<file path="src/rtl/mux_ula_pipe.sv">
// mux_ula_pipe: channel multiplexer with ALU-opcode override and a one-entry
// registered output stage using a valid/ready handshake.
//
// Parameters
//   W       channel and output width
//   N       number of input channels (N >= 2)
//   OPW     ula_op width
//   OVR_OP  ula_op code that forces OVR_VAL onto the output
//   OVR_VAL value driven on override
//   HOLD    accepted transfers after an override opcode that are also forced
//
// Ports
//   clock          rising-edge clock
//   reset          synchronous, active-high reset
//   entrada        packed channels, channel k at bits [k*W +: W]
//   sel            channel select ($clog2(N) bits)
//   ula_op         ALU opcode
//   in_valid       input transfer offered
//   in_ready       block can accept an input transfer (combinational)
//   saida          registered selected value
//   out_valid      saida holds valid data
//   out_ready      consumer takes saida
//   override_ativo current saida came from override
//   sel_erro       current saida came from a select with sel >= N
module mux_ula_pipe #(
  parameter int             W       = 3,
  parameter int             N       = 2,
  parameter int             OPW     = 3,
  parameter logic [OPW-1:0] OVR_OP  = 3'b101,
  parameter logic [W-1:0]   OVR_VAL = 3'b101,
  parameter int             HOLD    = 0
) (
  input  logic                 clock,
  input  logic                 reset,
  input  logic [N*W-1:0]       entrada,
  input  logic [$clog2(N)-1:0] sel,
  input  logic [OPW-1:0]       ula_op,
  input  logic                 in_valid,
  output logic                 in_ready,
  output logic [W-1:0]         saida,
  output logic                 out_valid,
  input  logic                 out_ready,
  output logic                 override_ativo,
  output logic                 sel_erro
);

  localparam int SELW = $clog2(N);
  // Counter must hold the value HOLD; keep at least one bit when HOLD = 0.
  localparam int HCW  = (HOLD > 0) ? $clog2(HOLD + 1) : 1;

  logic           accept;
  logic           is_ovr_op;
  logic           forced;
  logic           sel_ok;
  logic [W-1:0]   chan;
  logic [W-1:0]   nxt_data;
  logic [HCW-1:0] hold_cnt;

  assign in_ready  = !out_valid || out_ready;
  assign accept    = in_valid && in_ready;
  assign is_ovr_op = (ula_op == OVR_OP);
  assign forced    = is_ovr_op || (hold_cnt != '0);

  // Scan the channels rather than indexing by sel, so a select >= N never
  // produces an out-of-range part-select; it simply leaves sel_ok low.
  always_comb begin
    chan   = '0;
    sel_ok = 1'b0;
    for (int unsigned k = 0; k < N; k++) begin
      if (sel == SELW'(k)) begin
        chan   = entrada[k*W +: W];
        sel_ok = 1'b1;
      end
    end
  end

  always_comb begin
    nxt_data = '0;
    if (forced) begin
      nxt_data = OVR_VAL;
    end else if (sel_ok) begin
      nxt_data = chan;
    end
  end

  always_ff @(posedge clock) begin
    if (reset) begin
      saida          <= '0;
      out_valid      <= 1'b0;
      override_ativo <= 1'b0;
      sel_erro       <= 1'b0;
    end else if (accept) begin
      saida          <= nxt_data;
      out_valid      <= 1'b1;
      override_ativo <= forced;
      sel_erro       <= !forced && !sel_ok;
    end else if (out_ready) begin
      out_valid      <= 1'b0;
    end
  end

  // An override opcode reloads the count instead of adding to it.
  always_ff @(posedge clock) begin
    if (reset) begin
      hold_cnt <= '0;
    end else if (accept) begin
      if (is_ovr_op) begin
        hold_cnt <= HCW'(HOLD);
      end else if (hold_cnt != '0) begin
        hold_cnt <= hold_cnt - 1'b1;
      end
    end
  end

endmodule
</file>
<file path="config.mk">
export PLATFORM = sky130hd
export DESIGN_NAME = mux_ula_pipe
export DESIGN_NICKNAME = d
export VERILOG_FILES = /design/src/rtl/mux_ula_pipe.sv
export SDC_FILE = /design/constraint.sdc
export NUM_CORES = 1
export LEC_CHECK = 0
export CAP_MARGIN = 10
export CORE_AREA = 2 2 39 41
export DETAILED_ROUTE_END_ITERATION = 12
export DIE_AREA = 0 0 41 43
export GPL_ROUTABILITY_DRIVEN = 0
export PLACE_DENSITY = 0.56
export SLEW_MARGIN = 10
export SYNTH_ARGS = -nofsm -noshare
export SYNTH_HDL_FRONTEND = slang
export SYNTH_SLANG_ARGS = --single-unit
</file>
<file path="constraint.sdc">
create_clock -name clock -period 2.7 [get_ports clock]
set_input_delay 0.405 -clock clock [delete_from_list [all_inputs] [get_ports clock]]
set_output_delay 0.405 -clock clock [all_outputs]
set_load 0.03 [all_outputs]
</file>
=== Yosys cells after proc, flatten, opt, wreduce, memory -nomap -nowiden ===
Index checks and enable logic that the tools add are counted.

* Multiplexer cells: 6
* Reduce and logical (&&, ||, !) cells: 5
* $add $sub $neg: 1
* Equal/unequal tests: 1

{| class="wikitable"
|+ Operators by type and width
! cell !! count
|-
| $mux 3 || 2
|-
| $mux 1 || 4
|-
| $eq 3x3->1 const B || 1
|-
| $logic_or 1x1->1 || 2
|-
| $reduce_bool 2->1 || 1
|-
| $logic_and 1x1->1 || 1
|-
| $logic_not 1->1 || 1
|-
| $sub 1x1->1 const B || 1
|}

* Output and inout bits: 7
* Input bits: 14
* Register bits: 6
* Logic and storage cells: 17

=== Logic depth before layout (Yosys ltp) ===
Gate-level depths: netlist of the first run.

* Word-level depth: 4
* Mapped depth: 4
* Mapped depth without buffers: 3

=== Worst setup path before layout of the first run ===
No wires, ideal clock.

* Path kind: reg2reg
* Start point: register out_valid
* End point: register saida[1]
* Period minus slack after synthesis: 1.195 ns
* Path slack: 1.505 ns
* Stages on the path, launching flop included: 5
* Data arrival time: 1.078 ns
* Path through: dfxtp_1 nand2b_1 buf_6 o211a_4 a32o_1

* Longest elaborated chain between the ends: 3

{| class="wikitable"
|+ Ends and longest elaborated chain
! element !! line !! source
|-
| from (decl) || 41 || <nowiki>output logic out_valid,</nowiki>
|-
| from (signal assigned) || 89 || <nowiki>out_valid <= 1'b0;</nowiki>
|-
| from (signal assigned) || 94 || <nowiki>out_valid <= 1'b1;</nowiki>
|-
| from (signal assigned) || 98 || <nowiki>out_valid <= 1'b0;</nowiki>
|-
| $logic_not 1->1 || 59 || <nowiki>assign in_ready = !out_valid || out_ready;</nowiki>
|-
| $logic_or 1x1->1 || 59 ||
|-
| named net in_ready || 39 || <nowiki>output logic in_ready,</nowiki>
|-
| $logic_and 1x1->1 || 60 || <nowiki>assign accept = in_valid && in_ready;</nowiki>
|-
| to (signal assigned) || 93 || <nowiki>saida <= nxt_data;</nowiki>
|-
| to (decl) || 40 || <nowiki>output logic [W-1:0] saida,</nowiki>
|}

The timed path passes the listed nets, and every way through them passes these cells.
A chain may end at the register's enable or synchronous reset.

=== Worst setup path after layout of the first run ===
* Start point: input out_ready
* End point: output in_ready

* Longest elaborated chain between the ends: 1

{| class="wikitable"
|+ Ends and longest elaborated chain
! element !! line !! source
|-
| from (decl) || 42 || <nowiki>input logic out_ready,</nowiki>
|-
| $logic_or 1x1->1 || 59 ||
|-
| to (decl) || 39 ||
|}

Every way passes these cells.

==> out/summary.txt, run 1 <==
Status: finished clean
# rows: 14
Tcrit/Tclk final: 0.820
Async SR Flop Fraction: 0
Vias in the first global route: 255
Die W: 41 um
Port Buffers: 19
EDFF count, synth: 0
Root Buffer Master: clkbuf_4
Post-DRT Antenna Nets: 0
Setup TNS: 0 ps
Crit start category: input pin
Post-CTS sizing: 0
Core box area: 0.00138 mm^2
Reg2Reg Setup Slack: 1700 ps
Crit path required time: 2300 ps
Setup Skew: 1.21 ps
Post-route DRC: 0
Simple-gate share of the synthesized area: 0.0918
Hold Path Origin: saida[1]$_SDFFE_PP0P_
Synth Instances: 26
Pins Over Slew Limit: 0
I/O Pins: 21
Clk slew on worst S/H paths: 40 ps
Max Cap Viol: 0
Number of detailed-route iterations in the first pass: 4
CP Max Fanout: 7
Area share of the largest cell type after synthesis: 0.408
Top post-synthesis cells by area: dfxtp_1 (41%), mux2i_1 (12%), a21oi_1 (8.2%), o211a_4 (7.1%), a211oi_1 (6.1%)
Worst-Skew Late Latency: 240 ps
Crit path DAT: 1810 ps
Initial antenna violation count: 0
Mux share of post-synthesis cell area: 0.122
Post-CTS setup repair buffer count: 0
Fill count: 157
Wire per inst: 9.24 um
Die Span Y: 43 um
Largest net degree at the start of global routing: 8
Critical path type: input pin to output port
TritonCTS clock tree: yes
Commonest cells in the netlist: dfxtp_1 (5), a21oi_1 (4), mux2i_1 (3)
HP Class: flop to flop
RSZ-0062 raised after global routing: no
Area Overhead vs Synth: 88.8%
GRT Total Usage: 0.0873
Routed vias: 248
Synth Area in XOR/XNOR: 0
Synth cell types: 14
Avg Cell Area, Syn: 9.43 um^2
Share of cells above drive strength 1: 0.0851
Clock tree sinks: 5
Final Critical Period: 2210 ps
Yosys warns: 0
Top-count cell post-synth: dfxtp_1
Worst Setup End Kind: output port
H-tree depth: 1
Avg Vias per Cell: 3.94
Final core occ: 0.335
Hold Violations, Final: 0
Dominant cell type by area after synthesis: dfxtp_1
# diodes: 0
Sequential share of the synthesized area: 0.408
Initial DRC Count: 2
PwrDens: 499 mW/mm^2
CP top delay family: buffers and inverters
Initial Utilization: 0.177
Compound-Gate Fraction of Synth Area: 0.255
Post-Route WL: 582 um
Crit path largest cell delay: 720 ps
Die area: 0.00176 mm^2
Synthesized cell area: 245 um^2
Fmax: 452 MHz
Slowest CP cell: clkdlybuf4s50_1
Post-synthesis adder-cell area fraction: 0
Syn nets: 40
CP most frequent cell: clkdlybuf4s50_1
Ys flop type: dfxtp_1
VDD IR max: 0.137 mV
CP Launch Point: out_ready
Setup Viol. Count Final: 0
Clock Tree Buf Depth: 2
Reg2reg start: out_valid$_SDFFE_PP0P_
Remaining Overflow, GRT: 0
Worst path buffer plus inverter count: 2
Synthesized flop and latch total: 5
Main combinational cell family by area after synthesis: compound AO/OA/AOI/OAI gates
Crit-path cells: clkdlybuf4s50_1 -> nand2b_1 -> clkdlybuf4s50_1
TritonCTS Buffers: 3
First-pass GRT wire length: 972 um
Final #Nets: 62
P_leak: 0.187 nW
CTS Hold Bufs: 0
registers in the layout (all words and copies together) (netlist names):
register	cells
saida	3
out_valid	1
override_ativo	1
power by group:
| group | switching [mW] | total [mW] | internal (mW) |
|---|---|---|---|
| logic | 0.0288 | 0.0635 | 0.0347 |
| registers | 0.00262 | 0.0824 | 0.0797 |
| clock network | 0.0291 | 0.0849 | 0.0558 |
| total | 0.0606 | 0.231 | 0.170 |
layer usage:
| layer | part of all wire | global-route usage | vias to the layer above |
|---|---|---|---|
| met3 | 0.15 | 0.0314 | 0 |
| met2 | 0.40 | 0.113 | 18 |
| met4 | 0 | 0.100 | 0 |
| met5 | 0 | 0 | - |
| li1 | - | - | 132 |
| met1 | 0.45 | 0.0965 | 98 |
kinds of logic (layout without fill, tap and decap cells):
logic type,Yosys count,count (layout)
flip-flops,5,5
buffers and inverters,4,25
multiplexers,3,3
other,1,1
AND/OR/NAND/NOR,5,5
AO/OA/AOI/OAI,8,8
placed cells by master, fill, tap and decap left out:
cell type        Yosys  routed
dfxtp_1              5       5
nand2_1              2       2
clkdlybuf4s50_1      0      19
nor2_1               1       1
o211a_4              1       1
a211oi_1             2       2
inv_1                2       2
mux2i_1              3       3
clkbuf_1             0       1
clkbuf_4             0       3
conb_1               1       1
nor3_1               1       1
nand2b_1             1       1
a32o_1               1       1
a21oi_1              4       4
worst paths after layout:
kind,end,cells after the start
hold reg to reg,saida[1]$_SDFFE_PP0P_,1
setup / recovery,in_ready,3
setup reg to reg,saida[1]$_SDFFE_PP0P_,3
hold / removal,saida[1]$_SDFFE_PP0P_,1
final cells by class:
cell class                      instances  area (um^2)  area share
Inverter                                2         7.51      0.0162
Sequential cell                         5          100       0.216
Timing Repair Buffer                   19          190       0.411
Clock buffer                            4         26.3      0.0568
Multi-Input combinational cell         17          119       0.257
Tap cell                               16         20.0      0.0432
per-stage QoR:
stage,cells,setup slack (ps),cell area (um^2),hold WS [ps],power (mW)
2_1_floorplan,26,1510,245,474,0.115
3_3_place_gp,59,485,437,494,0.147
3_5_place_dp,59,483,437,487,0.148
4_1_cts,63,473,463,497,0.237
5_1_grt,63,384,463,510,0.246
6_report,63,486,463,493,0.231
(Power assumes the default switching activity.)
==> run 2, diff against run 1 <==
--- a/config.mk
+++ b/config.mk
@@ -10,7 +10,7 @@
 export DETAILED_ROUTE_END_ITERATION = 12
 export DIE_AREA = 0 0 41 43
 export GPL_ROUTABILITY_DRIVEN = 0
-export PLACE_DENSITY = 0.56
+export PLACE_DENSITY = 0.58
 export SLEW_MARGIN = 10
 export SYNTH_ARGS = -nofsm -noshare
 export SYNTH_HDL_FRONTEND = slang
==> constraint.sdc (replaced) <==
create_clock -name clock -period 1.98 [get_ports clock]
set_input_delay 0.297 -clock clock [delete_from_list [all_inputs] [get_ports clock]]
set_output_delay 0.297 -clock clock [all_outputs]
set_load 0.03 [all_outputs]
==> run 2 against run 1 <==
  * Critical path depth is 2 lower
  * Clock power is 45% higher
  * Combinational power increased by 35%
  * Via count is 3.2% higher
  * Highest routed layer unchanged
  * Sequential power rose by 36%
==> out/summary.txt, run 2 (synthesis gave the netlist of run 1 again) <==
GRT Total Usage: 0.0804 (-0.00695)
Area Overhead vs Synth: 87.8%
HP Class: flop to flop
Tcrit/Tclk final: 0.777
Hold Violations, Final: 0 (unchanged)
Crit path required time: 1680 ps (-620 ps)
Placement Setup Slack: 475 ps (-7.78 ps)
Clock Tree Buf Depth: 2 (unchanged)
Die W: 41 um (unchanged)
Worst-Skew Late Latency: 250 ps (about the same)
Crit start category: flop
H-tree depth: 1 (unchanged)
Clk slew on worst S/H paths: 50 ps (about the same)
First-pass GRT wire length: 897 um (-7.7%)
Die area: 0.00176 mm^2 (unchanged)
Setup TNS: 0 ps (unchanged)
Reg2Reg Setup Slack: 980 ps (-720 ps)
TritonCTS Buffers: 3 (unchanged)
Final core occ: 0.333 (-0.00181)
Hold Path Origin: saida[1]$_SDFFE_PP0P_
Initial antenna violation count: 0 (unchanged)
Routed vias: 256 (+3.2%)
Core box area: 0.00138 mm^2 (unchanged)
Clock tree sinks: 5 (unchanged)
Hold Crit Depth: 1 (unchanged)
PwrDens: 698 mW/mm^2 (+40%)
Worst Setup End Kind: output port
Most common cell after layout, fill and taps aside: clkdlybuf4s50_1
Max Cap Viol: 0 (unchanged)
Hold EP: saida[1]$_SDFFE_PP0P_
VDD IR max: 0.416 mV (+200%)
Largest net degree at the start of global routing: 8 (unchanged)
Post-CTS sizing: 0 (unchanged)
Fmax: 650 MHz
P_leak: 0.187 nW (about the same)
Crit-path cells: clkdlybuf4s50_1
Wire per inst: 9.16 um (-0.86%)
Post-DRT Antenna Nets: 0 (unchanged)
Max FFs per register: 3 (unchanged)
Crit path largest cell delay: 670 ps (-50 ps)
# rows: 14 (unchanged)
RSZ-0062 raised after global routing: no
Initial DRC Count: 5 (+3)
Largest Register: saida
Vias in the first global route: 235 (-7.8%)
Status: finished clean
Die Span Y: 43 um (unchanged)
Share of cells above drive strength 1: 0.106 (+0.0213)
Final #Nets: 62 (unchanged)
Post-Route WL: 577 um (-0.86%)
Port Buffers: 19 (unchanged)
Pins Over Slew Limit: 0 (unchanged)
Worst path buffer plus inverter count: 1 (-1)
Slowest CP cell: clkdlybuf4s50_1
Setup Skew: 9.75 ps (+8.54 ps)
I/O Pins: 21 (unchanged)
Worst setup margin: 441 ps (-44.9 ps)
Reg2reg path depth: 3 (unchanged)
Initial Utilization: 0.177 (unchanged)
Setup Viol. Count Final: 0 (unchanged)
CTS Hold Bufs: 0 (unchanged)
# diodes: 0 (unchanged)
Root Buffer Master: clkbuf_4
Remaining Overflow, GRT: 0 (unchanged)
TritonCTS clock tree: yes
Critical path type: flop to output port
Final Critical Period: 1540 ps
Reg2reg start: out_valid$_SDFFE_PP0P_
Post-CTS setup repair buffer count: 0 (unchanged)
CP Max Fanout: 2 (-5)
CP top delay family: buffers and inverters
Commonest cells after routing, fill and taps aside: clkdlybuf4s50_1 (18), dfxtp_1 (5), a21oi_1 (4), mux2i_1 (3), clkbuf_4 (3)
Crit path DAT: 1240 ps (-570 ps)
Post-route DRC: 0 (unchanged)
Number of detailed-route iterations in the first pass: 2 (-2)
Worst R2R End: saida[1]$_SDFFE_PP0P_
Avg Vias per Cell: 4.06 (+3.2%)
Biggest regs: saida x3, out_valid x1, override_ativo x1
[run 2: power by group]
group          total [mW]  switching, mW  internal [mW]
Combinational      0.0860         0.0391         0.0469
Clock               0.123         0.0470         0.0765
Sequential          0.112        0.00348          0.109
Total               0.322         0.0895          0.232
[run 2: worst max path at each step]
stage | depth (start not counted) | endpoint | slack [ps] | startpoint
after CTS | 1 | saida[0] | 430 | saida[0]$_SDFFE_PP0P_
after floorplan | 4 | saida[1]$_SDFFE_PP0P_ | 790 | out_valid$_SDFFE_PP0P_
final | 1 | saida[0] | 440 | saida[0]$_SDFFE_PP0P_
after detailed placement | 3 | in_ready | 480 | out_ready
after global placement | 3 | in_ready | 490 | out_ready
after global routing | 1 | out_valid | 380 | out_valid$_SDFFE_PP0P_
[run 2: area by class of cell]
type | count | area [um^2]
well taps | 16 | 20.0
inverters | 2 | 7.51
multi-input cells | 17 | 119
fillers | 157 | 923
repair buffers | 19 | 188
clock buffers | 4 | 26.3
flip-flops and latches | 5 | 100
[run 2: layer usage]
metal	up-vias	share of wire	track usage
met5	-	0	0
met4	0	0	0.0200
met3	0	0.19	0.0785
met2	21	0.40	0.106
met1	104	0.41	0.0903
li1	131	-	-
[run 2: per-stage QoR]
step	hold slack (ps)	std cells	total power, mW	area, um^2
detailed placement	487	59	0.201	434
floorplan	366	26	0.156	245
finish	496	63	0.322	460
global route	512	63	0.343	460
CTS	496	63	0.327	460
global placement	493	59	0.200	434
==> run 3, diff against run 2 <==
==> constraint.sdc (replaced) <==
create_clock -name clock -period 1.3 [get_ports clock]
set_input_delay 0.195 -clock clock [delete_from_list [all_inputs] [get_ports clock]]
set_output_delay 0.195 -clock clock [all_outputs]
set_load 0.03 [all_outputs]
==> run 3 against run 2 <==
  * Cell area rose by 4.1%
  * Die area did not move
  * Critical path depth rose by 2
  * Power rose by 49%
  * Non-clock buffer count rose by 3
  * Register-to-register slack got worse by 600 ps
  * Clock skew fell by 5.1 ps
  * Critical endpoint is now in_ready
==> out/summary.txt, run 3 (synthesis gave the netlist of run 1 again) <==
Status: finished clean
Total chip power: 0.479 mW (+49%)
Biggest regs: saida x3, out_valid x1, override_ativo x1
Post-Route WL: 569 um (-1.4%)
Grt met2 use: 0.0969 (-0.00937)
Wire per inst: 8.62 um (-5.9%)
Hold Violations, Final: 0 (unchanged)
Pins Over Slew Limit: 0 (unchanged)
Core box area: 0.00138 mm^2 (unchanged)
# rows: 14 (unchanged)
TritonCTS clock tree: yes
Share of cells above drive strength 1: 0.180 (+0.0736)
Placed Area: 457 um^2 (+5.2%)
Worst path buffer plus inverter count: 2 (+1)
GRT Total Usage: 0.0783 (-0.00209)
Number of detailed-route iterations in the first pass: 2 (unchanged)
Worst setup margin: 98.6 ps (-342 ps)
Critical path type: input pin to output port
Setup TNS: 0 ps (unchanged)
Reg2Reg Setup Slack: 380 ps (-600 ps)
RSZ-0062 raised after global routing: no
Post-route DRC: 0 (unchanged)
Final #Nets: 65 (+4.8%)
Fmax: 832 MHz
Hpwl dp: 462 um
Routed vias: 261 (+2.0%)
Max FFs per register: 3 (unchanged)
TritonCTS Buffers: 3 (unchanged)
Clk slew on worst S/H paths: 50 ps (about the same)
Post-DRT Antenna Nets: 0 (unchanged)
Root Buffer Master: clkbuf_4
Die Span Y: 43 um (unchanged)
Crit-path cells: clkdlybuf4s50_1 -> nand2b_2 -> buf_4
Largest Register: saida
Crit path DAT: 1010 ps (-230 ps)
Met1 Track Usage GR: 0.0932 (+0.00293)
I/O Pins: 21 (unchanged)
Initial Utilization: 0.177 (unchanged)
Worst Setup End Kind: output port
Worst-Skew Late Latency: 240 ps (about the same)
Tcrit/Tclk final: 0.924
Clock Tree Buf Depth: 2 (unchanged)
Port Buffers: 19 (unchanged)
Largest net degree at the start of global routing: 7 (-1)
CP Launch Point: out_ready
P_leak: 0.218 nW (+17%)
Die W: 41 um (unchanged)
Initial antenna violation count: 0 (unchanged)
Crit path required time: 1110 ps (-570 ps)
WHS: 502 ps (+5.39 ps)
CTS Hold Bufs: 0 (unchanged)
Met3 Track Usage GR: 0.0471 (-0.0314)
Crit start category: input pin
Remaining Overflow, GRT: 0 (unchanged)
Reg2reg start: out_valid$_SDFFE_PP0P_
PwrDens: 999 mW/mm^2 (+43%)
Grt peak-use layer: met2
Commonest cells after routing, fill and taps aside: clkdlybuf4s50_1 (13), dfxtp_1 (5), dlygate4sd2_1 (5), a21oi_1 (4), buf_4 (4)
Clock tree sinks: 5 (unchanged)
Area Overhead vs Synth: 95.4%
CP top delay family: buffers and inverters
Die area: 0.00176 mm^2 (unchanged)
Setup Skew: 4.61 ps (-5.14 ps)
Hold Crit Depth: 1 (unchanged)
Max Cap Viol: 0 (unchanged)
Reg2reg path depth: 3 (unchanged)
H-tree depth: 1 (unchanged)
Hold Path Origin: saida[1]$_SDFFE_PP0P_
Vias in the first global route: 235 (unchanged)
Slowest CP cell: clkdlybuf4s50_1
Final instance area: 479 um^2 (+4.1%)
Final Critical Period: 1200 ps
Crit path largest cell delay: 390 ps (-280 ps)
HP Class: flop to flop
# diodes: 0 (unchanged)
First-pass GRT wire length: 869 um (-3.1%)
Setup Viol. Count Final: 0 (unchanged)
Initial DRC Count: 2 (-3)
CP Max Fanout: 6 (+4)
Avg Vias per Cell: 3.95 (-2.7%)
Post-CTS setup repair buffer count: 0 (unchanged)
Placement Setup Slack: -43.4 ps (-519 ps)
Hold EP: saida[1]$_SDFFE_PP0P_
Worst R2R End: saida[1]$_SDFFE_PP0P_
Most common cell after layout, fill and taps aside: clkdlybuf4s50_1
VDD IR max: 0.324 mV (-22%)
-- run 3: cell count changes in the layout (fill, tap and decap cells not counted) --
cell / change
nand2b_1: -1
buf_4: +3
dlygate4sd2_1: +5
clkdlybuf4s50_1: -5
nand2b_2: +1
-- run 3: worst max path at each step --
stage,to,slack (ps),depth (start not counted)
floorplan,saida[1]$_SDFFE_PP0P_,110,4
global placement,saida[1]$_SDFFE_PP0P_,-30,4
detailed placement,saida[1]$_SDFFE_PP0P_,-40,4
CTS,in_ready,0.5,3
global route,in_ready,70,3
finish,in_ready,100,3
-- run 3: area by class of cell --
cell class / count / area [um^2]
Fill cell: 157 / 905
Timing Repair Buffer: 22 / 204
Multi-Input combinational cell: 17 / 121
Sequential cell: 5 / 100
Clock buffer: 4 / 26.3
Tap cell: 16 / 20.0
Inverter: 2 / 7.51
-- run 3: timing repair --
action	in CTS	in global routing
endpoints found under the hold margin	0	0
resized for setup	5	1
endpoints found under the setup margin	5	1
-- run 3: where the power goes --
group	internal, mW	switching (mW)	total [mW]
logic	0.0696	0.0602	0.130
clock network	0.116	0.0621	0.178
registers	0.166	0.00552	0.171
-- run 3: layer usage --
| metal | part of all wire | vias up |
|---|---|---|
| met4 | 0 | 0 |
| met3 | 0.15 | 0 |
| met1 | 0.44 | 106 |
| met5 | 0 | - |
| met2 | 0.40 | 18 |
| li1 | - | 137 |
-- run 3: worst reg2reg max path: stages (launching register included) --
cell	delay (ps)
dfxtp_1	330
nand2b_2	110
o211a_4	180
a32o_1	190
-- run 3: stage by stage --
stage | utilization | instances
finish | 0.346 | 66
global route | 0.346 | 66
CTS | 0.344 | 66
detailed placement | 0.330 | 62
global placement | 0.330 | 62
floorplan | - | 26
==> patch 1: new RTL, flow settings as in run 3 <==
Change the parameter `W` from 3 to 6.
--- a/src/rtl/mux_ula_pipe.sv
+++ b/src/rtl/mux_ula_pipe.sv
@@ -25,3 +25,3 @@
 module mux_ula_pipe #(
-  parameter int             W       = 3,
+  parameter int             W       = 6,
   parameter int             N       = 2,
Interface: changed (resized entrada and saida); port bits go from 21 to 30. The function was not compared with the original's and may differ.
==> patch 1 against run 3 <==
Synthesized area is 87% higher. Cell area increased by 66%. Worst setup slack got worse by 0.050 ns. First-iteration DRC count is 100% higher. Sequential cell count is 3 higher. Critical path depth grew 1. Global-route usage grew 6.0 points. Wire length increased by 72%. Sequential power is 58% higher. Total power up 43%. Sequential share of layout area down 0.64 points. Cell count up 36%. Synthesized cell count up 54%. Critical path type unchanged.
==> patch 1: results (changes against run 3) <==
- Met3 WL: 109 um (was 88 um)
- Signal buffers: 35 (was 22)
- Placed insts: 87 (was 62)
- Status: finished clean (unchanged)
- Syn avg cell area: 11.45 um2 (was 9.432 um2)
- Pre-CTS WS: -0.02619 ns (was -0.04339 ns)
- Fraction of area in clock buffers and inverters: 0.02826 (was 0.05483)
- Compound-Gate Fraction of Synth Area: 0.2404 (was 0.2551)
- M1 WL: 426 um (was 252 um)
- Leak: 0.3462 nW (was 0.2183 nW)
- Comb pwr share: 0.330 (was 0.271)
- P_sw: 0.1963 mW (was 0.1279 mW)
- Top flop regs: saida x6, out_valid x1, override_ativo x1 (was saida x3, out_valid x1, override_ativo x1)
- Synth Register Bits: 8 (was 5)
- Crit path DAT: 1.06 ns (was 1.01 ns)
- Worst ir drop on vdd: 0.4615 mV (was 0.3239 mV)
- # port buffers: 28 (was 19)
- Top routing layer in use: met4 (was met3)
- Commonest cells post-synth: dfxtp_1 (8), mux2i_1 (6), a21oi_1 (4), nand2b_1 (4), o32ai_2 (4) (was dfxtp_1 (5), a21oi_1 (4), mux2i_1 (3))
- P_seq: 0.271 mW (was 0.171 mW)
- Post-CTS resize count: 8 (was 5)
- Total Wirelength: 979 um (was 569 um)
- Mux share of post-synthesis cell area: 0.1311 (was 0.1224)
- Synth cell types: 18 (was 14)
- Final Core Density: 0.5759 (was 0.3463)
- Via count: 415 (was 261)
- First-pass GRT wire length: 1635 um (was 869 um)
- Final Net Count: 96 (was 65)
- Synth area leaders: dfxtp_1 (35%), o32ai_2 (14%), mux2i_1 (13%) (was dfxtp_1 (41%), mux2i_1 (12%), a21oi_1 (8.2%))
- Multi-input combinational cell count: 27 (was 17)
[patch 1: cell types whose count changed in the layout (fill, tap and decap cells not counted), sizes merged, moves of 2 or more]
cell           change
nand2              -2
dfxtp              +3
nand2b             +4
buf                +4
clkdlybuf4s50      +6
dlygate4sd2        +3
mux2i              +3
o32ai              +4
[patch 1: final timing paths]
path                                                  start                     endpoint  slack, ns  depth (start not counted)
worst max-delay path                              out_ready                     in_ready       0.05                          4
worst min register to register  override_ativo$_SDFFE_PP0P_  override_ativo$_SDFFE_PP0P_       0.49                          2
worst max register to register       out_valid$_SDFFE_PP0P_        saida[5]$_SDFFE_PP0P_       0.26                          4
worst min-delay path            override_ativo$_SDFFE_PP0P_  override_ativo$_SDFFE_PP0P_       0.49                          2
[patch 1: cells by family (layout without fill, tap and decap cells)]
logic type	Yosys count	count (layout)
other	1	1
AOI/OAI and AO/OA	10	10
DFF	8	8
muxes	6	6
and+or+nand+nor	10	10
buffers and inverters	5	39
==> patch 2: new RTL, flow settings as in run 3 <==
Without the edit above. Reset style: asynchronous (`reset`), changed in 2 clocked blocks. Comments in the files are not updated.
--- a/src/rtl/mux_ula_pipe.sv
+++ b/src/rtl/mux_ula_pipe.sv
@@ -85,3 +85,3 @@
 
-  always_ff @(posedge clock) begin
+  always_ff @(posedge clock or posedge reset) begin
     if (reset) begin
@@ -102,3 +102,3 @@
   // An override opcode reloads the count instead of adding to it.
-  always_ff @(posedge clock) begin
+  always_ff @(posedge clock or posedge reset) begin
     if (reset) begin
Function: differs if reset is asserted again (counterexample within 4 cycles, from zero or initial values and one cycle with reset high); with reset held inactive, the same outputs for 10 cycles.
==> patch 2 against run 3 <==
Clock power down 2%. First-iteration DRC count is 50% lower. Synthesized area rose by 1.0%. Wire length decreased by 6.3%. Maximum frequency shrank 3.8%. Cell area up 2.3%. Core utilization rose by 0.81 points. Critical path depth grew 1. Sequential cell count did not move. Non-clock buffer count did not move. Worst setup slack got worse by 0.048 ns. Total power is 11% higher. Synthesized cell count fell by 19%. Clock skew is essentially flat.
==> patch 2: results (changes against run 3) <==
- Status: finished clean (unchanged)
- Placed Instance Area: 470.5 um2 (was 456.7 um2)
- Max clock buf depth: 2 (unchanged)
- Post-Syn Instances: 21 (was 26)
- DR iter-0 viols: 1 (was 2)
- M1 WL: 197 um (was 252 um)
- Layout cells sized above 1: 0.2391 (was 0.1800)
- Synth area leaders: dfrtp_1 (51%), mux2_2 (9.1%), o22a_1 (7.1%) (was dfxtp_1 (41%), mux2i_1 (12%), a21oi_1 (8.2%))
- Multi-input combinational cell count: 13 (was 17)
- Clock Pin Slew Worst Setup and Hold Paths: 0.04 ns
- Wire length per cell: 8.597 um (was 8.621 um)
- Non-Filler Instances: 62 (was 66)
- GR Util met1: 0.07516 (was 0.09325)
- GRT Util Overall: 0.07770 (was 0.07831)
- Commonest cells post-synth: dfrtp_1 (5), inv_1 (2), mux2_2 (2), o22a_1 (2) (was dfxtp_1 (5), a21oi_1 (4), mux2i_1 (3))
- Max Clock Freq: 0.8004 GHz (was 0.8324 GHz)
- Clk_buf instances: 4 (unchanged)
- # port buffers: 19 (unchanged)
- Post-synthesis sequential area ratio: 0.5051 (was 0.4082)
- Fraction of area in clock buffers and inverters: 0.05357 (was 0.05483)
- Pre-CTS WS: -0.04815 ns (was -0.04339 ns)
- Drt first pass iters: 3 (was 2)
- Final Net Count: 61 (was 65)
- Met3 WL: 113 um (was 88 um)
- Largest net degree at the start of global routing: 6 (was 7)
- Vias in the first global route: 229 (was 235)
- Slowest cell on the critical path: dfrtp_1 (was clkdlybuf4s50_1)
- Non-Clock Buffer Area Fraction: 0.4158 (was 0.4256)
- Fill cells: 150 (was 157)
- First-pass GRT wire length: 848 um (was 869 um)
- Multi-input combinational area share: 0.2194 (was 0.2533)
- Hold WC Path Type: in2async (was reg2reg)
- Crit Path Max Fanout: 3 (was 6)
- Net Count, Synth: 35 (was 40)
- Post-DP HPWL: 465.4 um (was 462.4 um)
- Synthesis-to-layout area growth: 97.98% (was 95.41%)
- Slowest stage delay, CP: 0.37 ns (was 0.39 ns)
- Via count: 246 (was 261)
- Synth async-reset ratio: 1.000 (was 0)
- Final clock skew: 0.004110 ns (was 0.004606 ns)
- Met2 GRT Util: 0.1094 (was 0.09688)
- Met2 wire length: 222 um (was 228 um)
- Worst ir drop on vdd: 0.3447 mV (was 0.3239 mV)
- Leak: 0.2199 nW (was 0.2183 nW)
- Placed insts: 58 (was 62)
- Seq/total area: 0.2551 (was 0.2089)
- Routing usage on met3: 0.05236 (was 0.04712)
- Crit path DAT: 1.05 ns (was 1.01 ns)
## patch 2: changes by cell type in the layout (fill, tap and decap cells not counted), sizes merged, moves of 2 or more
cell    before  now
a211oi       2    0
mux2i        3    1
o22a         0    2
dfrtp        0    5
mux2         0    2
a21oi        4    0
dfxtp        5    0
## patch 2: path summary, 6_finish.rpt
| path | start | endpoint | slack, ns | cells after the start |
|---|---|---|---|---|
| max in group asynchronous | reset | saida[2]$_DFFE_PP0P_ | 0.97 | 2 |
| hold / removal | reset | out_valid$_DFFE_PP0P_ | 0.16 | 2 |
| setup / recovery | out_valid$_DFFE_PP0P_ | in_ready | 0.05 | 4 |
| hold reg to reg | override_ativo$_DFFE_PP0P_ | override_ativo$_DFFE_PP0P_ | 0.49 | 1 |
| min in group clock | override_ativo$_DFFE_PP0P_ | override_ativo$_DFFE_PP0P_ | 0.49 | 1 |
| setup reg to reg | out_valid$_DFFE_PP0P_ | saida[2]$_DFFE_PP0P_ | 0.24 | 4 |
## patch 2: worst register-to-register path: stages, from the launching register on
cell	delay, ns
dfrtp_1	0.37
buf_4	0.14
nand2b_4	0.06
o211ai_1	0.16
o22a_1	0.22
## patch 2: timing repair
action,in CTS,in global routing
endpoints found under the hold margin,0,0
endpoints found under the setup margin,5,0
resized for setup,5,0
## patch 2: cell families (layout without fill, tap and decap cells)
kind of cell           count (synthesis)  after routing  synth area share
AO/OA/AOI/OAI                          5              5            0.1566
flip-flops                             5              5            0.5051
AND/OR/NAND/NOR                        4              4            0.1313
multiplexers                           3              3            0.1313
buffers and inverters                  3             28           0.06063
other                                  1              1           0.01514
## patch 2: power by group
group	total, mW	internal [mW]	switching [mW]
Clock	0.174	0.116	0.0586
Combinational	0.173	0.0882	0.0852
Sequential	0.185	0.176	0.00844
